### src/rtl/uart_pkg.sv
// uart_pkg: shared state encoding and constants for the UART transmit arbiter
package uart_pkg;

   localparam int UART_DATA_W    = 8;
   localparam int GAP_CYCLES_DEF = 16;

   typedef enum logic [1:0] {
      IDLE,
      ISSUE,
      HOLD,
      WAIT_IDLE
   } arb_state_e;

   function automatic int unsigned wrap_inc(input int unsigned i, input int unsigned n);
      return (i + 1 >= n) ? 0 : i + 1;
   endfunction

endpackage

### src/rtl/rr_picker.sv
// rr_picker: combinational round-robin selection starting at rr_ptr with wrap-around
module rr_picker #(
   parameter int N = 4,
   parameter int W = $clog2(N)
) (
   input  logic [N-1:0] req_valid,
   input  logic [W-1:0] rr_ptr,
   output logic [N-1:0] grant,
   output logic [W-1:0] idx,
   output logic         any
);

   logic [W:0] pos;

   // scan offsets from farthest to nearest so the first valid slot at or after rr_ptr wins
   always_comb begin
      idx = '0;
      pos = '0;
      for (int k = N - 1; k >= 0; k--) begin
         pos = {1'b0, rr_ptr} + (W + 1)'(k);
         pos = (pos >= (W + 1)'(N)) ? pos - (W + 1)'(N) : pos;
         if (req_valid[pos[W-1:0]]) idx = pos[W-1:0];
      end
   end

   assign any   = |req_valid;
   assign grant = any ? N'(1) << idx : '0;

endmodule

### src/rtl/uart_tx_arbiter.sv
// uart_tx_arbiter: round-robin sharing of one UART transmitter among byte producers
module uart_tx_arbiter
   import uart_pkg::*;
#(
   parameter int NUM_REQ    = 4,
   parameter int GAP_CYCLES = GAP_CYCLES_DEF
) (
   input  logic                             clk,
   input  logic                             rst,
   input  logic [NUM_REQ-1:0]               req_valid,
   input  logic [UART_DATA_W*NUM_REQ-1:0]   req_data,
   output logic [NUM_REQ-1:0]               req_ready,
   input  logic                             tx_idle,
   output logic [UART_DATA_W-1:0]           dataout,
   output logic                             wrsig,
   output logic [$clog2(NUM_REQ)-1:0]       grant_id,
   output logic                             busy
);

   localparam int IW = $clog2(NUM_REQ);
   localparam int CW = $clog2(GAP_CYCLES + 1);

   arb_state_e             state_q, state_d;
   logic [IW-1:0]          rr_ptr_q, rr_ptr_d;
   logic [IW-1:0]          grant_id_q, grant_id_d;
   logic [UART_DATA_W-1:0] dataout_q, dataout_d;
   logic [CW-1:0]          gap_cnt_q, gap_cnt_d;
   logic [NUM_REQ-1:0]     pick_grant;
   logic [IW-1:0]          pick_idx;
   logic                   pick_any;
   logic                   accept;

   rr_picker #(
      .N (NUM_REQ),
      .W (IW)
   ) u_pick (
      .req_valid (req_valid),
      .rr_ptr    (rr_ptr_q),
      .grant     (pick_grant),
      .idx       (pick_idx),
      .any       (pick_any)
   );

   // next-state: accept in IDLE, one-cycle issue, fixed gap, then wait for the transmitter
   always_comb begin
      state_d    = state_q;
      rr_ptr_d   = rr_ptr_q;
      grant_id_d = grant_id_q;
      dataout_d  = dataout_q;
      gap_cnt_d  = gap_cnt_q;
      accept     = (state_q == IDLE) && pick_any && tx_idle;
      case (state_q)
         IDLE: if (accept) begin
            dataout_d  = req_data[UART_DATA_W*pick_idx +: UART_DATA_W];
            grant_id_d = pick_idx;
            rr_ptr_d   = IW'(wrap_inc(32'(pick_idx), NUM_REQ));
            state_d    = ISSUE;
         end
         ISSUE: begin
            gap_cnt_d = '0;
            state_d   = HOLD;
         end
         HOLD: begin
            gap_cnt_d = gap_cnt_q + 1'b1;
            state_d   = (gap_cnt_q == CW'(GAP_CYCLES - 1)) ? WAIT_IDLE : HOLD;
         end
         WAIT_IDLE: state_d = tx_idle ? IDLE : WAIT_IDLE;
         default: state_d = IDLE;
      endcase
   end

   // state, pointer, latched byte and gap counter registers
   always_ff @(posedge clk) begin
      if (rst) begin
         state_q    <= IDLE;
         rr_ptr_q   <= '0;
         grant_id_q <= '0;
         dataout_q  <= '0;
         gap_cnt_q  <= '0;
      end else begin
         state_q    <= state_d;
         rr_ptr_q   <= rr_ptr_d;
         grant_id_q <= grant_id_d;
         dataout_q  <= dataout_d;
         gap_cnt_q  <= gap_cnt_d;
      end
   end

   assign req_ready = accept ? pick_grant : '0;
   assign wrsig     = (state_q == ISSUE);
   assign busy      = (state_q != IDLE);
   assign dataout   = dataout_q;
   assign grant_id  = grant_id_q;

endmodule

### config.mk
export PLATFORM = sky130hd
export DESIGN_NAME = uart_tx_arbiter
export DESIGN_NICKNAME = d
export VERILOG_FILES = /design/src/rtl/uart_pkg.sv /design/src/rtl/rr_picker.sv /design/src/rtl/uart_tx_arbiter.sv
export SDC_FILE = /design/constraint.sdc
export NUM_CORES = 1
export LEC_CHECK = 0
export CORE_ASPECT_RATIO = 1.4
export CORE_MARGIN = 2
export CORE_UTILIZATION = 45
export DETAILED_ROUTE_END_ITERATION = 6
export HOLD_SLACK_MARGIN = 0.08
export PLACE_DENSITY = 0.87
export SYNTH_ARGS = -nofsm -noshare
export SYNTH_HDL_FRONTEND = slang
export SYNTH_HIERARCHICAL = 1
export SYNTH_SLANG_ARGS = --single-unit
### constraint.sdc
create_clock -name clk -period 3.4 [get_ports clk]
set_input_delay 0.85 -clock clk [delete_from_list [all_inputs] [get_ports clk]]
set_output_delay 0.85 -clock clk [all_outputs]
set_load 0.1 [all_outputs]
Word-level counts from Yosys, hierarchy flattened
Cells that the tools add are included.

word-level totals
  flip-flop bits (word level) = 19
  latch bits = 0
  RAM bits = 0
  ROM bits = 0
  logic and storage cells = 61
  memories = 0

cells by class
  add/sub/neg operators = 9
  $mul = 0
  divide/modulo/power cells = 0
  magnitude comparators = 9
  eq/ne operators = 5
  shifts and indexed selects = 2
  muxes and demuxes = 24
  bitwise logic cells = 0
  reduce and logical (&&, ||, !) cells = 7

operator list
  kind                                                                    number
  32-bit by 6-bit variable part select with 8-bit output                  1
  2-bit 2-to-1 mux                                                        11
  3-bit >= comparator (second input constant)                             4
  2-bit by 3-bit < comparator with 1-bit output (second input constant)   4
  5-bit one-hot mux with 2 select lines                                   1
  1-bit binary-select mux with 2-bit select                               4
  4-bit 2-to-1 mux                                                        2
  2-bit one-hot mux with 4 select lines                                   1
  2-bit by 1-bit subtractor with 2-bit output (second input constant)     4
  2-bit by 1-bit adder with 3-bit output (second input constant)          2
  2-bit by 2-bit adder with 3-bit output (second input constant)          2
  5-bit by 1-bit adder with 5-bit output (second input constant)          1
  5-bit by 4-bit == test with 1-bit output (second input constant)        1
  1-bit 2-to-1 mux                                                        5
  2-bit == test (second input constant)                                   2
  2-bit nonzero test                                                      2
  4-bit OR reduction                                                      1
  1-bit by 2-bit left shift with 4-bit output (first input constant)      1
  2-bit by 3-bit >= comparator with 1-bit output (second input constant)  1
  2-bit by 1-bit == test with 1-bit output (second input constant)        1
  1-bit logical AND                                                       2
  2-bit zero test                                                         1
  2-bit inequality test (second input constant)                           1
  2-bit AND reduction                                                     1

Longest topological paths before layout
Gate-level depths: netlist of the first run.

  depth after elaboration = 12
  mapped depth = 8

Modules after synthesis
The synthesis of the first run kept the hierarchy.

by module, submodules not included
  module           times used  cells each  area each (um2)  seq. area each (um2)
  uart_tx_arbiter  1           116         1077.3           380.4
  rr_picker        1           29          210.2            0.0

Worst setup path before layout of the first run
No wires, ideal clock.

  path type = input to output
  start = in req_valid[2]
  end = out req_ready[1]
  arrival time = 2.324 ns
  setup slack = 0.226 ns
  stages on the path = 7
  cells stage by stage = buf_2 nor2_1 nand2_1 and3_1 buf_2 buf_4 and2_1

RTL lines
  item                            RTL line               RTL
  from (decl)                     uart_tx_arbiter.sv:10  input logic [NUM_REQ-1:0] req_valid,
  4-bit OR reduction (*)          rr_picker.sv:26        assign any = |req_valid;
  net pick_any                    uart_tx_arbiter.sv:30  logic pick_any;
  1-bit logical AND (2 in a row)  uart_tx_arbiter.sv:51  accept = (state_q == IDLE) && pick_any && tx_idle;
  4-bit 2-to-1 mux (*)            uart_tx_arbiter.sv:89  assign req_ready = accept ? pick_grant : '0;
  to (decl)                       uart_tx_arbiter.sv:12  output logic [NUM_REQ-1:0] req_ready,

Mark *: on every way through the listed nets, which the timed path passes. The rest lies on a longest branch. The select of a mux whose other input is x is not followed.

Worst setup path after layout of the first run
  start = in req_valid[2]
  end = out req_ready[3]

Same word-level chain as after synthesis.

==> out/results.ini, run 1 <==
[outcome]
status = completed

[global_routing]
grt_use_met1_pct = 22.0
grt_start_max_net_pins = 21
grt_overflow_total = 0
met2_usage_pct = 40.9
grt_pass1_wl_um = 5630
grt_use_met3_pct = 4.20
grt_pass1_vias = 1372
busiest_layer = met2
antenna_found_initial = 0
grt.total_usage_pct = 22.0

[floorplanning]
die_x_um = 49.2
pin_count = 55
dieArea_um2 = 3310
die_h_um = 67.3
start_util_pct = 46.1
core_um2 = 2790
row_count = 23

[critical_path]
r2r_cells = 6
path_class = primary input to output pin
max_stage_delay_ns = 0.64
required_ns = 2.55
r2r_slack_ns = 1.09
end_kind = output pin
crit_family = buffers and inverters
crit_cells = 6
r2r_end = dataout[2]
cp_max_fo = 8
crit_slowest_cell = clkdlybuf4s50_1
critPathArrivalTime_ns = 2.37
path_cells = clkdlybuf4s50_1 > nor2_1 > nand2_1 > and3_1 > and2_1 > buf_12
cp.buffers_inverters = 2
crit_end = req_ready[3]
worst_setup_path_start_kind = primary input
r2r_start = rr_ptr_q[1]
critPathLaunch = req_valid[2]

[sta]
finalSetupViolCount = 0
relSlewSlack_pct = 41.5
fmax_mhz = 310
hold_violations = 0
period_minus_slack_ns = 3.22
slew_viol_final = 0
timing.final.crit_share_pct = 94.8
fin_tns_setup_ns = 0
rsz0062_at_grt = false
finalClockSkew_ns = 0.00184
worst_pin_slew_ns = 0.874

[synthesis]
syn_nets = 192
synth_ff_type = dfxtp_1
synth_seq_area_share_pct = 29.5
syn_area_um2 = 1290
synthCells = 145
synthTopCellsByArea = dfxtp_1 30%, mux4_2 14%, nand2_1 7.9%
synth_top_area_share_pct = 29.5
avgSynthCellArea_um2 = 8.88
yosysTopAreaCell = dfxtp_1
synth_edf_count = 0
async_reset_ff_share_pct = 0
netlist-cell-type-count = 42
synth_seq_cells = 19
yosysWarnings = 6

[cts]
clkTransAtPathRegs_ns = 0.07
postCtsSetupBuffers = 0
clk_root_buffer_cell = clkbuf_8
cts.sinks = 19
clockBufferDepth = 2
tritoncts = done
clk_latency_ns = 0.25
cts_inserted_buffers = 3
ctsHtreeMaxLevel = 1
hold_buffers = 0
post_cts_resized = 0

[power]
comb_power_share_pct = 55.4
swShare_pct = 45.7
seq_power_share_pct = 28.7
power_density_nw_per_um2 = 511
clkPwrFrac_pct = 15.9
p_int_mw = 0.523
total_power_mw = 0.963
max-vdd-ir-drop_uv = 347
cellLeakagePower_nw = 0.741
power.switching_mw = 0.440

[run]
cap_viol_max_count = 0

[detailed_routing]
vias_per_cell = 5.41
routedWlPerCell_um = 13.8
dr.pass1.iters = 4
final_antenna_net_count = 0
dr.first_iter.drc_count = 18
vias = 1266
drc = 0
finalWirelength_um = 3230

[place]
port_buffers = 54
dp_hpwl_um = 2540
gp_congestion = 0.826
placed_cells = 230

[final_layout]
seq_area_um2 = 380
num_antenna_cells = 0
multi_input_area_um2 = 807
final_util_pct = 67.5
instances_no_fill = 234
n_fill_cell = 251
areaGrowthSynthToFinish_pct = 46.5
final_nets = 245
drive_above_1_share_pct = 20.3

[min_path]
hp-class = register to register
hold_depth = 2

[cells in the mapped netlist, types with 3 or more instances]
master	instances
nor2_1	6
nand3_1	3
ha_1	8
buf_2	4
dfxtp_1	19
nor2b_1	3
inv_1	6
and2_1	4
mux4_2	8
nand2_1	27
a21oi_1	20
[registers in the layout, summed over array words and instances (netlist names)]
| name | count |
|---|---|
| gap_cnt_q | 5 |
| grant_id | 2 |
| rr_ptr_q | 2 |
| state_q | 2 |
| dataout | 8 |
[worst register-to-register path, delay by kind of cell (launching register included)]
family / cells / cell delay [ns]
flip-flops: 1 / 0.56
AO/OA/AOI/OAI: 2 / 0.14
multiplexers: 1 / 0.42
AND/OR/NAND/NOR: 3 / 1.09
[power groups by stage]
stage / registers (mW) / logic, mW / clock network (mW)
after global routing: 0.281 / 0.572 / 0.170
after detailed placement: 0.281 / 0.532 / 0
after global placement: 0.278 / 0.518 / 0
final: 0.276 / 0.533 / 0.154
after floorplan: 0.387 / 0.296 / 0
after CTS: 0.276 / 0.535 / 0.158
[routing by layer]
metal / vias up / share of wire [%]
met3: 8 / 4.2
met1: 600 / 36
met2: 43 / 57
met4: 0 / 2.3
met5: - / 0
li1: 615 / -
[area by class of cell]
cell class	instances	area share [%]
clock buffer	4	2.39
inverter	7	1.39
timing repair buffer	58	30.8
tap	37	2.46
sequential	19	20.2
multi-input combinational	109	42.8
[how the worst min path moves through the flow]
| stage | from | endpoint | slack (ns) |
|---|---|---|---|
| 2_1_floorplan | rr_ptr_q[1] | rr_ptr_q[1] | 0.45 |
| 3_3_place_gp | dataout[5] | dataout[5] | 0.45 |
| 3_5_place_dp | dataout[1] | dataout[1] | 0.45 |
| 4_1_cts | dataout[7] | dataout[7] | 0.46 |
| 5_1_grt | dataout[7] | dataout[7] | 0.48 |
| 6_report | dataout[7] | dataout[7] | 0.46 |
[stage by stage]
| step | area (um2) | hold slack [ns] | worst slack [ns] |
|---|---|---|---|
| final | 1890 | 0.463 | 0.177 |
| after global routing | 1890 | 0.479 | 0.109 |
| after CTS | 1890 | 0.464 | 0.181 |
| after detailed placement | 1840 | 0.451 | 0.182 |
| after global placement | 1840 | 0.445 | 0.239 |
| after floorplan | 1290 | 0.449 | 0.226 |
[layout by cell type (no fill, tap or decap), types with 4 or more instances in the layout]
cell type | synthesis | layout
dfxtp_1 | 19 | 19
buf_4 | 1 | 16
a21oi_1 | 20 | 20
inv_1 | 6 | 6
nand2_1 | 27 | 27
and2_1 | 4 | 4
nor2_1 | 6 | 6
buf_12 | 0 | 4
ha_1 | 8 | 8
clkdlybuf4s50_1 | 0 | 38
mux4_2 | 8 | 8
[cells by family (layout without fill, tap and decap cells)]
logic type	count (synthesis)	after routing	synth area share (%)
buffers and inverters	17	69	7.77
DFF	19	19	29.5
adders and majority gates	8	8	7.77
muxes	9	9	14.9
AOI/OAI and AO/OA	37	37	19.2
and+or+nand+nor	55	55	20.8
Note: power is estimated with default switching activity, not from simulation.
==> run 2: changes to the inputs <==
- ABC_AREA: unset -> 1
- CAP_MARGIN: unset -> 20
- CORE_MARGIN: 2 -> 5
- CORE_UTILIZATION: 45 -> 47
- PLACE_DENSITY: 0.87 -> 0.88
==> run 2 against run 1 <==
Compared with the run above:
- register-to-register slack gained 0.15 ns
- clock power is essentially flat
- wire length grew 5.3%
- clock-buffer cell count is the same
- via count grew 21%
- non-clock buffer count is the same
- global-route usage shrank 4.6 points
- critical path depth grew 8
- setup slack lost 0.060 ns
- largest power group unchanged
==> out/results.ini, run 2 <==
[floorplanning]
start_util_pct = 49.1  ; +3.0 points
row_count = 23  ; unchanged
die_x_um = 56.3  ; +14%
die_h_um = 74.9  ; +11%
core_um2 = 2880  ; +3.1%
dieArea_um2 = 4220  ; +27%
pin_count = 55  ; unchanged

[global_routing]
grt_start_max_net_pins = 21  ; unchanged
grt_pass1_vias = 1550  ; +13%
antenna_found_initial = 0  ; unchanged
grt_overflow_total = 0  ; unchanged
grt_pass1_wl_um = 5980  ; +6.3%
grt.total_usage_pct = 17.4  ; -4.6 points

[synthesis]
async_reset_ff_share_pct = 0  ; unchanged
synthTopCellsByArea = dfxtp_1 27%, nand2_1 20%, nand3_1 8.1%
synth_common_cells = 75 x nand2_1, 23 x nand3_1, 21 x nor2_1
avgSynthCellArea_um2 = 6.36  ; -28%
yosysMostFrequentCell = nand2_1
yosysTopAreaCell = dfxtp_1
synth_seq_cells = 19  ; unchanged
netlist-cell-type-count = 25  ; -40%
synth_ff_type = dfxtp_1
synth_edf_count = 0  ; unchanged
syn_area_um2 = 1410  ; +9.7%
yosysWarnings = 6  ; unchanged
synthCells = 222  ; +53%
syn_nets = 269  ; +40%
synth_seq_area_share_pct = 26.9  ; -2.6 points
synth_top_area_share_pct = 26.9  ; -2.6 points

[cts]
ctsHtreeMaxLevel = 1  ; unchanged
clockBufferDepth = 2  ; unchanged
tritoncts = done
clk_latency_ns = 0.25  ; about the same
clk_root_buffer_cell = clkbuf_8
hold_buffers = 0  ; unchanged
clkTransAtPathRegs_ns = 0.06  ; about the same
cts.sinks = 19  ; unchanged
cts_inserted_buffers = 3  ; unchanged

[sta]
hold_violations = 0  ; unchanged
worst_pin_slew_ns = 0.607  ; -0.268 ns
period_minus_slack_ns = 3.28  ; +0.0596 ns
fmax_mhz = 305  ; -1.8%
relSlewSlack_pct = 59.4  ; +18 points
slew_viol_final = 0  ; unchanged
timing.hold.ws_ns = 0.482  ; +0.0187 ns
finalSetupViolCount = 0  ; unchanged
fin_tns_setup_ns = 0  ; unchanged
timing.final.crit_share_pct = 96.6  ; +1.8 points
finalClockSkew_ns = 0.00133  ; -0.000512 ns

[outcome]
status = completed

[detailed_routing]
drc = 0  ; unchanged
dr.first_iter.drc_count = 16  ; -2
dr.pass1.iters = 2  ; -2
finalWirelength_um = 3400  ; +5.3%
final_antenna_net_count = 0  ; unchanged
routedWlPerCell_um = 10.8  ; -22%
vias = 1527  ; +21%
vias_per_cell = 4.85  ; -10%

[final_layout]
multi_input_area_um2 = 921  ; +14%
largest_reg_flops = 8  ; unchanged
num_antenna_cells = 0  ; unchanged
layout_commonest_cell = nand2_1
final_cell_mix = 71 x nand2_1, 35 x clkdlybuf4s50_1, 21 x nand3_1, 19 x dfxtp_1
final_nets = 326  ; +33%
final_util_pct = 72.0  ; +4.5 points
seq_area_um2 = 380  ; unchanged
drive_above_1_share_pct = 20.9  ; +0.56 points
areaGrowthSynthToFinish_pct = 46.8
n_fill_cell = 246  ; -2.0%

[run]
cap_viol_max_count = 0  ; unchanged

[critical_path]
cp_max_fo = 4  ; -4
path_cells = clkdlybuf4s50_1 > inv_1 > nand2_2 > nand3_2 > nand2_1 > nand3_1 > nand2_1 > nand2_1 > nand2_2 > nand2_1 > nor2_2 > inv_1 > nor2_2 > buf_12
path_class = primary input to output pin
cp_common_cell = nand2_1
max_stage_delay_ns = 0.47  ; -0.17 ns
crit_slowest_cell = clkdlybuf4s50_1
worst_setup_path_start_kind = primary input
end_kind = output pin
cp.buffers_inverters = 4  ; +2
crit_family = simple AND/OR/NAND/NOR gates
required_ns = 2.55  ; about the same
critPathArrivalTime_ns = 2.43  ; +0.06 ns

[power]
max-vdd-ir-drop_uv = 572  ; +65%
cellLeakagePower_nw = 0.994  ; +34%
power_density_nw_per_um2 = 913  ; +79%
total_power_mw = 1.89  ; +97%

[place]
port_buffers = 54  ; unchanged
gp_congestion = 0.864  ; +4.6%
dp_hpwl_um = 2690  ; +6.0%

[min_path]
hp-class = register to register

==> run 2: cell types whose count changed after synthesis, sizes merged, moves of 6 or more <==
cell,change
nand2,+54
nand3,+21
inv,+17
nor2,+16
mux4,-8
o21bai,+6
==> run 2: metal layers <==
| layer | wire (um) | GRT usage [%] |
|---|---|---|
| met5 | 0 | 0 |
| met3 | 248 | 3.60 |
| met4 | 58 | 7.65 |
| met1 | 1300 | 16.6 |
| met2 | 1790 | 35.5 |
==> run 2: worst min-delay path, delay by kind of cell, from the launching register on <==
kind	cells	cell delay, ns
flops	1	0.31
simple gates	1	0.08
compound gates	1	0.05
==> run 2: timing repair <==
item                                    CTS  global route
gates resized for setup                   0            18
buffers inserted                          0             1
endpoints found under the setup margin    0             4
==> run 2: where the power goes <==
part	internal, mW	total, mW	switching, mW	leakage, nW
clock network	0.0832	0.152	0.0686	0.0228
registers	0.271	0.318	0.0465	0.156
logic	0.443	1.42	0.982	0.815
==> run 2: worst paths after layout <==
path / from / endpoint / slack [ns] / depth (start not counted)
min: grant_id[1] / grant_id[1] / 0.48 / 2
min reg2reg: grant_id[1] / grant_id[1] / 0.48 / 2
max: req_valid[2] / req_ready[0] / 0.12 / 14
max reg2reg: rr_ptr_q[0] / dataout[2] / 1.24 / 13
==> run 2: layout make-up <==
type,count,share of cell area (%)
inverter,24,4.47
clock buffer,4,2.17
sequential,19,18.3
tap,37,2.23
timing repair buffer,58,28.4
multi-input combinational,173,44.4
==> run 2: cells by family (layout without fill, tap and decap cells) <==
group / count (synthesis) / after routing / synth area share (%)
buf+inv: 30 / 86 / 11.1
simple gates: 131 / 131 / 40.1
compound gates: 34 / 34 / 14.8
fa+ha+maj: 8 / 8 / 7.09
flops: 19 / 19 / 26.9
==> run 2: per-stage QoR <==
step | worst slack, ns | instance area (um2) | std cells
after floorplan | 0.148 | 1420 | 222
after global placement | 0.0643 | 1980 | 310
after detailed placement | 0.0237 | 1980 | 310
after CTS | 0.0125 | 2020 | 314
after global routing | -0.0267 | 2070 | 315
final | 0.117 | 2070 | 315
